$ cat src/rtl/cla_adder.sv
// cla_adder: two-level carry-lookahead adder with registered sum and carry-out.
// Define CLA_ADDER_IN_REG_EN to register A/B/C_in first (latency 2 instead of 1).
module cla_adder #(
    parameter int Width = 8
) (
    input  logic             clk,
    input  logic             rst_n,
    input  logic [Width-1:0] A,
    input  logic [Width-1:0] B,
    input  logic             C_in,
    output logic [Width-1:0] S,
    output logic             C_out
);
    localparam int NG = (Width + 3) / 4;
    localparam int NB = (NG + 3) / 4;

    // Flattened sum-of-products carry into position n of a 4-wide (g,p) group.
    function automatic logic lookahead(input logic [3:0] g, input logic [3:0] p, input logic ci, input int n);
        logic r, t;
        r = 1'b0;
        for (int j = 0; j < 4; j++) begin
            if (j < n) begin
                t = g[j];
                for (int m = 0; m < 4; m++) if (m > j && m < n) t = t & p[m];
                r = r | t;
            end
        end
        t = ci;
        for (int m = 0; m < 4; m++) if (m < n) t = t & p[m];
        return r | t;
    endfunction

    logic [Width-1:0] a_w, b_w;
    logic             ci_w;

`ifdef CLA_ADDER_IN_REG_EN
    logic [Width-1:0] a_q, b_q;
    logic             ci_q;

    always_ff @(posedge clk) begin
        if (!rst_n) begin
            a_q  <= '0;
            b_q  <= '0;
            ci_q <= 1'b0;
        end else begin
            a_q  <= A;
            b_q  <= B;
            ci_q <= C_in;
        end
    end

    assign a_w  = a_q;
    assign b_w  = b_q;
    assign ci_w = ci_q;
`else
    assign a_w  = A;
    assign b_w  = B;
    assign ci_w = C_in;
`endif

    logic [Width-1:0] s_d, s_q;
    logic             co_d, co_q;

    always_comb begin : lookahead_net
        logic [4*NG-1:0] gp, pp;
        logic [4*NB-1:0] gg, pg;
        logic [NG-1:0]   gc;
        logic [NB-1:0]   bc;
        logic [Width:0]  cc;
        gp = '0;
        pp = '0;
        gg = '0;
        pg = '0;
        gc = '0;
        bc = '0;
        cc = '0;
        gp[Width-1:0] = a_w & b_w;
        pp[Width-1:0] = a_w ^ b_w;
        for (int k = 0; k < NG; k++) begin
            gg[k] = lookahead(gp[4*k +: 4], pp[4*k +: 4], 1'b0, 4);
            pg[k] = &pp[4*k +: 4];
        end
        // Padded groups/blocks carry g=p=0, so they never disturb real carries.
        bc[0] = ci_w;
        for (int b = 0; b < NB; b++) begin
            for (int i = 0; i < 4; i++)
                if (4*b + i < NG) gc[4*b+i] = lookahead(gg[4*b +: 4], pg[4*b +: 4], bc[b], i);
            if (b + 1 < NB) bc[b+1] = lookahead(gg[4*b +: 4], pg[4*b +: 4], bc[b], 4);
        end
        for (int k = 0; k < NG; k++) begin
            cc[4*k] = gc[k];
            for (int i = 1; i < 5; i++)
                if ((i < 4 || k == NG - 1) && 4*k + i <= Width)
                    cc[4*k+i] = lookahead(gp[4*k +: 4], pp[4*k +: 4], gc[k], i);
        end
        s_d  = pp[Width-1:0] ^ cc[Width-1:0];
        co_d = cc[Width];
    end

    always_ff @(posedge clk) begin
        if (!rst_n) begin
            s_q  <= '0;
            co_q <= 1'b0;
        end else begin
            s_q  <= s_d;
            co_q <= co_d;
        end
    end

    assign S     = s_q;
    assign C_out = co_q;
endmodule

$ cat config.mk
export PLATFORM = sky130hd
export DESIGN_NAME = cla_adder
export DESIGN_NICKNAME = d
export VERILOG_FILES = /design/src/rtl/cla_adder.sv
export SDC_FILE = /design/constraint.sdc
export NUM_CORES = 1
export LEC_CHECK = 0
export CAP_MARGIN = 20
export CORE_MARGIN = 8
export CORE_UTILIZATION = 40
export CTS_BUF_LIST = sky130_fd_sc_hd__clkbuf_4 sky130_fd_sc_hd__clkbuf_8
export DETAILED_ROUTE_END_ITERATION = 8
export PLACE_DENSITY_LB_ADDON = 0.25
export SKIP_CTS_REPAIR_TIMING = 1
export SLEW_MARGIN = 10
export SYNTH_ARGS = -nofsm -noshare
export SYNTH_HDL_FRONTEND = slang
export SYNTH_SLANG_ARGS = --single-unit
export TNS_END_PERCENT = 10
$ cat constraint.sdc
create_clock -name clk -period 3.25 [get_ports clk]
set_input_delay 0.325 -clock clk [delete_from_list [all_inputs] [get_ports clk]]
set_output_delay 0.325 -clock clk [all_outputs]
set_load 0.01 [all_outputs]
# Yosys cells after proc, flatten, opt, wreduce, memory -nomap -nowiden

Index checks and enable logic that the tools add are counted.

Logic and storage cells: 46
Bits of input ports: 19
Output and inout port bits: 9
Flip-flop bits (word level): 9

Bitwise operators: 43
Reduce and logical (&&, ||, !) cells: 1

Operators with widths:

| kind                | count |
|---|---|
| AND 1 bit           | 20 |
| bitwise OR 1 bit    | 20 |
| bitwise XOR 8 bit   | 2 |
| AND 8 bit           | 1 |
| AND reduction 4 bit | 1 |

# Logic depth before layout (Yosys ltp)

Gate-level depths: netlist of the first run.

Depth in word-level cells: 13
Gate-level depth with buffers: 8
Depth with buffers taken out: 8

# Worst setup path before layout of the first run

No wires, ideal clock.

Path type: input-to-reg
Start: input A[0]
End: register s_q[6] (netlist: S[6])
Path buffers: 0
Library setup time: 0.116 ns
Slack: 1.234 ns
Arrival: 1.900 ns
Cell stages on the path: 8
Required time: 3.134 ns
Path through: ha_1 -> a21o_2 -> a21oi_1 -> o21ai_0 -> ha_1 -> o21a_1 -> or3_1 -> and3_1

Longest elaborated chain between the ends: 12
Elaborated cells on any way between the ends: 15
Classes of those cells: 14 x bitwise; 1 x reduce/logical

Ends and longest elaborated chain:

| item                           | line | RTL |
|---|---|---|
| from (decl)                    | 8    | `input logic [Width-1:0] A,` |
| AND 8 bit                      | 77   | `gp[Width-1:0] = a_w & b_w;` |
| AND 1 bit (3 in series)        | 24   | `for (int m = 0; m < 4; m++) if (m > j && m < n) t = t & p[m];` |
| bitwise OR 1 bit (3 in series) | 25   | `r = r \| t;` |
| bitwise OR 1 bit *             | 30   | `return r \| t;` |
| AND 1 bit * (2 in series)      | 29   | `for (int m = 0; m < 4; m++) if (m < n) t = t & p[m];` |
| bitwise OR 1 bit *             | 30   |  |
| bitwise XOR 8 bit *            | 96   | `s_d = pp[Width-1:0] ^ cc[Width-1:0];` |
| to (signal assigned)           | 102  | `s_q <= '0;` |
| to (signal assigned)           | 105  | `s_q <= s_d;` |
| to (decl)                      | 61   | `logic [Width-1:0] s_d, s_q;` |

Mark *: on every way between the ends. The rest lies on a longest branch, timed or not.
A chain may end at the register's enable or synchronous reset.

# Worst setup path after layout of the first run

Start: input A[0]
End: register s_q[7] (netlist: S[7])

Longest elaborated chain between the ends: 13
Elaborated cells on any way between the ends: 16
Classes of those cells: 15 x bitwise; 1 x reduce/logical

Ends and longest elaborated chain:

| item                           | line |
|---|---|
| AND 8 bit                      | 77 |
| AND 1 bit (3 in series)        | 24 |
| bitwise OR 1 bit (3 in series) | 25 |
| bitwise OR 1 bit *             | 30 |
| AND 1 bit * (3 in series)      | 29 |
| bitwise OR 1 bit *             | 30 |
| bitwise XOR 8 bit *            | 96 |

Marked as above.

==> impl_metrics.sql, run 1 <==
INSERT INTO impl_metrics (metric_group, metric, value, unit) VALUES
('run_status', 'run_status', 'completed', ''),
('worst_setup_path', 'worst_ep_arrival_time', '2.52', 'ns'),
('worst_setup_path', 'cp_data_required_time', '3.43', 'ns'),
('worst_setup_path', 'cp_num_cells', '9', ''),
('worst_setup_path', 'critPathLaunchType', 'input port', ''),
('worst_setup_path', 'crit_type', 'in2reg', ''),
('routing', 'detail_route.iter0.violations', '4', ''),
('cts', 'htreeDepth', '1', ''),
('global_routing', 'global_route_wire_length_before_repair', '1.904', 'mm'),
('layout', 'syn_to_final_growth', '57.05', '%'),
('layout', 'num_antenna_cells', '0', ''),
('routing', 'met3RoutedLength', '134', 'um'),
('run', 'maxCapViolations', '0', ''),
('timing', 'unrepaired_setup_endpoints_after_global_routing', 'no', ''),
('routing', 'drt_drc_violations_left', '0', ''),
('routing', 'drt.antenna.violating_nets', '0', ''),
('timing', 'setup_ws', '0.9112', 'ns'),
('logic_synthesis', 'synth.cell_area', '559.3', 'um^2'),
('logic_synthesis', 'synth_fp_nets', '86', ''),
('die', 'die_h', '53.39', 'um'),
('cts', 'numCtsBuffers', '3', ''),
('power', 'switchingPower', '80.68', 'uW'),
('layout', 'final_cell_count_no_fill', '101', ''),
('global_routing', 'vias_in_the_first_global_route', '480', ''),
('cts', 'cts_tree', 'built', ''),
('timing', 'pins_over_slew_limit', '0', ''),
('placed_design', 'placedCellCount', '97', ''),
('layout', 'utilization', '67.50', '%'),
('logic_synthesis', 'synthesis.yosys.warnings', '0', ''),
('cts', 'clk_pin_slew', '0.06', 'ns'),
('die', 'initial_utilization', '42.98', '%'),
('cts', 'cts-root-buf', 'sky130_fd_sc_hd__clkbuf_4', ''),
('power', 'seq_power_share', '38.6', '%'),
('timing', 'min_period_over_period', '71.96', '%'),
('routing', 'wl_per_cell', '11.27', 'um'),
('power', 'clock_power_share', '27.2', '%'),
('power', 'vdd_ir_drop_max', '142.2', 'uV'),
('logic_synthesis', 'synth.largest_area_cell', 'sky130_fd_sc_hd__dfxtp_1', ''),
('routing', 'top_signal_layer_used', 'met3', ''),
('timing', 'finalSetupViolCount', '0', ''),
('power', 'leakagePower', '0.0003957', 'uW'),
('power', 'power_frac_comb', '34.2', '%'),
('timing', 'report.final.hold_viol_count', '0', ''),
('routing', 'num_vias', '483', ''),
('routing', 'm1WireLength', '472', 'um'),
('global_routing', 'gr-total-overflow', '0', ''),
('timing', 'max-slew-margin-rel', '78.06', '%'),
('power', 'power_report.internal_total', '247.8', 'uW'),
('global_routing', 'gr-usage-all-layers', '8.688', '%'),
('worst_setup_path', 'cp_common_cell', 'sky130_fd_sc_hd__ha_1', ''),
('worst_hold_path', 'min_path_type', 'in2reg', ''),
('power', 'power.density', '374.0', 'nW/um^2'),
('worst_setup_path', 'critical_path.cell_chain', 'clkdlybuf4s50_1 -> ha_1 -> a21o_2 -> a21oi_1 -> o21ai_0 -> ha_1 -> o211a_1 -> a211oi_2 -> mux2i_1', ''),
('worst_setup_path', 'worst_path_dominant_cell_family', 'compound AO/OA/AOI/OAI gates', ''),
('global_routing', 'grt_antenna_before_repair', '0', ''),
('logic_synthesis', 'yosys.cell_count.top_type', 'sky130_fd_sc_hd__ha_1', ''),
('logic_synthesis', 'ys_seq_elements', '9', ''),
('logic_synthesis', 'ys_top_cells_by_count', 'sky130_fd_sc_hd__ha_1, sky130_fd_sc_hd__dfxtp_1, sky130_fd_sc_hd__a21oi_1, sky130_fd_sc_hd__o21ai_0', ''),
('timing', 'fmaxAchievable', '427.6', 'MHz'),
('worst_setup_path', 'cell_at_the_slowest_stage_of_the_critical_path', 'sky130_fd_sc_hd__clkdlybuf4s50_1', ''),
('cts', 'numClockSinks', '9', ''),
('routing', 'finalWirelength', '1.138', 'mm'),
('logic_synthesis', 'syn-mean-instance-area', '10.17', 'um^2'),
('layout', 'area_of_combinational_cells_with_multiple_inputs', '367.9', 'um^2'),
('cts', 'clock_path_buffers', '2', ''),
('placed_design', 'rd_place_congestion', '0.7205', ''),
('placed_design', 'io_buffer_count', '27', ''),
('logic_synthesis', 'yosys.cell_types.count', '20', ''),
('layout', 'final_layout_size_suffix_gt1_share', '6.977', '%'),
('logic_synthesis', 'synthDominantCellAreaShare', '32.21', '%'),
('power', 'switching_share', '24.56', '%');
cell type report:
| class | count | area share (%) |
|---|---|---|
| tap | 15 | 2.137 |
| timing repair buffer | 27 | 30.77 |
| sequential | 9 | 20.51 |
| clock buffer | 4 | 3.419 |
| multi-input combinational | 43 | 41.88 |
| inverter | 3 | 1.282 |
power by group through the flow:
| stage | Clock, uW | Sequential (uW) | Combinational, uW |
|---|---|---|---|
| after global routing | 100 | 128 | 125 |
| final | 89.4 | 127 | 112 |
| after global placement | 0 | 129 | 112 |
| after CTS | 93.8 | 127 | 114 |
| after detailed placement | 0 | 129 | 114 |
| after floorplan | 0 | 136 | 47.7 |
cells in the final DEF (no fill, tap or decap):
master	instances
sky130_fd_sc_hd__a211oi_2	1
sky130_fd_sc_hd__a21o_2	1
sky130_fd_sc_hd__a21oi_1	4
sky130_fd_sc_hd__and2_1	3
sky130_fd_sc_hd__and3_1	3
sky130_fd_sc_hd__clkbuf_4	4
sky130_fd_sc_hd__clkdlybuf4s50_1	27
sky130_fd_sc_hd__dfxtp_1	9
sky130_fd_sc_hd__fa_1	2
sky130_fd_sc_hd__ha_1	10
sky130_fd_sc_hd__inv_1	3
sky130_fd_sc_hd__mux2i_1	1
sky130_fd_sc_hd__nand2_1	3
sky130_fd_sc_hd__nand2b_1	1
sky130_fd_sc_hd__nor2b_1	1
sky130_fd_sc_hd__o211a_1	1
sky130_fd_sc_hd__o211ai_1	1
sky130_fd_sc_hd__o21a_1	3
sky130_fd_sc_hd__o21ai_0	4
sky130_fd_sc_hd__or3_1	2
sky130_fd_sc_hd__xnor2_1	1
sky130_fd_sc_hd__xor2_1	1
flip-flops by register name, indices dropped and copies added, names as in the netlist:
signal / flops
C_out: 1
S: 8
per-layer routing:
metal / vias up / track usage (%)
met5: - / 0
met4: 0 / 3.782
met3: 0 / 3.922
met2: 18 / 14.06
met1: 208 / 9.539
li1: 257 / -
logic make-up (layout without fill, tap and decap cells):
| group | after synthesis | after routing | share of synthesized area (%) |
|---|---|---|---|
| AOI/OAI and AO/OA | 15 | 15 | 18.12 |
| and+or+nand+nor | 13 | 13 | 13.20 |
| adders and majority gates | 12 | 12 | 29.53 |
| DFF | 9 | 9 | 32.21 |
| buffers and inverters | 3 | 34 | 2.013 |
| xor gates and xnor gates | 2 | 2 | 3.133 |
| muxes | 1 | 1 | 1.790 |
worst paths after layout:
| path | from | endpoint |
|---|---|---|
| max | A[0] | S[7] |
| min | B[7] | C_out |
metrics by stage:
stage / total power (uW) / cell area (um^2) / hold WS [ns]
floorplan: 184.1 / 559.3 / 0.4377
global placement: 240.6 / 848.3 / 1.055
detailed placement: 243.3 / 848.3 / 1.059
CTS: 334.8 / 878.3 / 0.7932
global route: 352.8 / 878.3 / 0.8129
finish: 328.5 / 878.3 / 0.7941
Power figures use the tool's default switching activity.
==> run 2: changes to the inputs <==
==> constraint.sdc (replaced) <==
create_clock -name clk -period 2.2 [get_ports clk]
set_input_delay 0.22 -clock clk [delete_from_list [all_inputs] [get_ports clk]]
set_output_delay 0.22 -clock clk [all_outputs]
set_load 0.01 [all_outputs]
==> impl_metrics.sql, run 2 (same netlist as run 1, synthesis figures left out) <==
INSERT INTO impl_metrics (metric_group, metric, value, unit) VALUES
('layout', 'mostFrequentLayoutCells', 'sky130_fd_sc_hd__clkdlybuf4s50_1, sky130_fd_sc_hd__ha_1, sky130_fd_sc_hd__dfxtp_1, sky130_fd_sc_hd__buf_4', ''),
('timing', 'unrepaired_setup_endpoints_after_global_routing', 'no', ''),
('die', 'initial_utilization', '42.98', '%'),
('worst_setup_path', 'crit_type', 'in2reg', ''),
('timing', 'pins_over_slew_limit', '0', ''),
('timing', 'finalSetupViolCount', '0', ''),
('routing', 'met2RoutedLength', '550', 'um'),
('routing', 'detail_route.iter0.violations', '3', ''),
('layout', 'mostFrequentLayoutCell', 'sky130_fd_sc_hd__clkdlybuf4s50_1', ''),
('timing', 'setup_total_negative_slack', '0', 'ns'),
('global_routing', 'grt_antenna_before_repair', '0', ''),
('run', 'maxCapViolations', '0', ''),
('worst_setup_path', 'setup.worst_path.end_class', 'flop', ''),
('routing', 'met3RoutedLength', '131', 'um'),
('layout', 'layout.nets', '123', ''),
('die', 'ios', '28', ''),
('cts', 'htreeDepth', '1', ''),
('die', 'die-width', '53.39', 'um'),
('power', 'leakagePower', '0.0004200', 'uW'),
('cts', 'cts-root-buf', 'sky130_fd_sc_hd__clkbuf_4', ''),
('placed_design', 'placedCellCount', '102', ''),
('die', 'row_count', '13', ''),
('routing', 'drt_drc_violations_left', '0', ''),
('layout', 'ff_latch_area', '180.2', 'um^2'),
('layout', 'syn_to_final_growth', '63.76', '%'),
('layout', 'largest_register_ff_count', '8', ''),
('layout', 'final_cell_count_no_fill', '106', ''),
('worst_setup_path', 'worst_ep_arrival_time', '2.30', 'ns'),
('routing', 'finalWirelength', '1.237', 'mm'),
('routing', 'top_signal_layer_used', 'met4', ''),
('worst_setup_path', 'critPathLaunchType', 'input port', ''),
('timing', 'min_period_over_period', '96.00', '%'),
('cts', 'numCtsBuffers', '3', ''),
('worst_setup_path', 'cp_data_required_time', '2.39', 'ns'),
('routing', 'drt.antenna.violating_nets', '0', ''),
('global_routing', 'grt_max_degree', '11', ''),
('timing', 'max-slew-margin-rel', '80.65', '%'),
('routing', 'drtPass1Iterations', '3', ''),
('routing', 'post_drt_via_cell_ratio', '4.783', ''),
('placed_design', 'rd_place_congestion', '0.7750', ''),
('timing', 'fin_crit', '2.112', 'ns'),
('power', 'power.density', '552.4', 'nW/um^2'),
('timing', 'worst_tran_pin_value', '0.2894', 'ns'),
('die', 'placeableCoreArea', '1301', 'um^2'),
('layout', 'num-fill-cells', '106', ''),
('run_status', 'run_status', 'completed', ''),
('global_routing', 'vias_in_the_first_global_route', '516', ''),
('global_routing', 'gr-usage-all-layers', '9.636', '%'),
('placed_design', 'place_hpwl', '1.101', 'mm'),
('power', 'vdd_ir_drop_max', '193.2', 'uV'),
('timing', 'report.final.hold_viol_count', '0', ''),
('global_routing', 'gr-total-overflow', '0', ''),
('timing', 'fin_worst_hold_slack', '0.6903', 'ns'),
('worst_hold_path', 'min_path_type', 'in2reg', ''),
('layout', 'final_layout_size_suffix_gt1_share', '12.09', '%'),
('cts', 'clk_pin_slew', '0.06', 'ns'),
('global_routing', 'global_route_wire_length_before_repair', '2.035', 'mm'),
('routing', 'num_vias', '507', ''),
('cts', 'clock_path_buffers', '2', ''),
('cts', 'numClockSinks', '9', ''),
('worst_setup_path', 'worst-path-max-fanout', '2', ''),
('die', 'die-area', '2850', 'um^2'),
('cts', 'cts_tree', 'built', ''),
('timing', 'fmaxAchievable', '473.5', 'MHz'),
('placed_design', 'io_buffer_count', '27', ''),
('layout', 'area_of_combinational_cells_with_multiple_inputs', '367.9', 'um^2'),
('layout', 'num_antenna_cells', '0', ''),
('routing', 'm1WireLength', '526', 'um'),
('routing', 'wl_per_cell', '11.67', 'um'),
('die', 'die_h', '53.39', 'um');
run 2: worst paths after layout:
check                 start    end  slack [ns]  depth (start not counted)
worst max-delay path   A[0]   S[7]        0.09                          9
worst min-delay path   B[7]  C_out        0.69                          4
run 2: cell type report:
type | count | area share (%)
multi-input combinational | 43 | 40.16
inverter | 3 | 1.230
clock buffer | 4 | 3.279
timing repair buffer | 32 | 33.61
sequential | 9 | 19.67
tap | 15 | 2.049
run 2: report_power, final:
group          leakage [uW]  internal, uW  switching [uW]
clock network     0.0000184          82.1            56.0
registers         0.0000750           183            4.92
logic              0.000327           112            68.4
total              0.000420           377             129
run 2: routing by layer:
| layer | track usage (%) | up-vias |
|---|---|---|
| met2 | 15.23 | 21 |
| met1 | 10.79 | 215 |
| li1 | - | 268 |
| met3 | 3.081 | 3 |
| met5 | 0 | - |
| met4 | 6.303 | 0 |
run 2: per-stage QoR:
step | worst slack [ns] | util [%] | power, uW | cell area [um^2]
2_1_floorplan | 0.2892 | - | 271.9 | 559.3
3_3_place_gp | -0.2278 | 68.08 | 366.8 | 885.9
3_5_place_dp | -0.2848 | 68.08 | 373.4 | 885.9
4_1_cts | -0.006798 | 70.38 | 513.9 | 915.9
5_1_grt | 0.01004 | 70.38 | 542.9 | 915.9
6_report | 0.08803 | 70.38 | 505.9 | 915.9
run 2: critical path, stage by stage:
cell	delay, ns
sky130_fd_sc_hd__clkdlybuf4s50_1	0.42
sky130_fd_sc_hd__ha_1	0.32
sky130_fd_sc_hd__a21o_2	0.21
sky130_fd_sc_hd__a21oi_1	0.14
sky130_fd_sc_hd__o21ai_1	0.11
sky130_fd_sc_hd__ha_1	0.22
sky130_fd_sc_hd__o211a_1	0.21
sky130_fd_sc_hd__a211oi_2	0.23
sky130_fd_sc_hd__mux2i_1	0.23
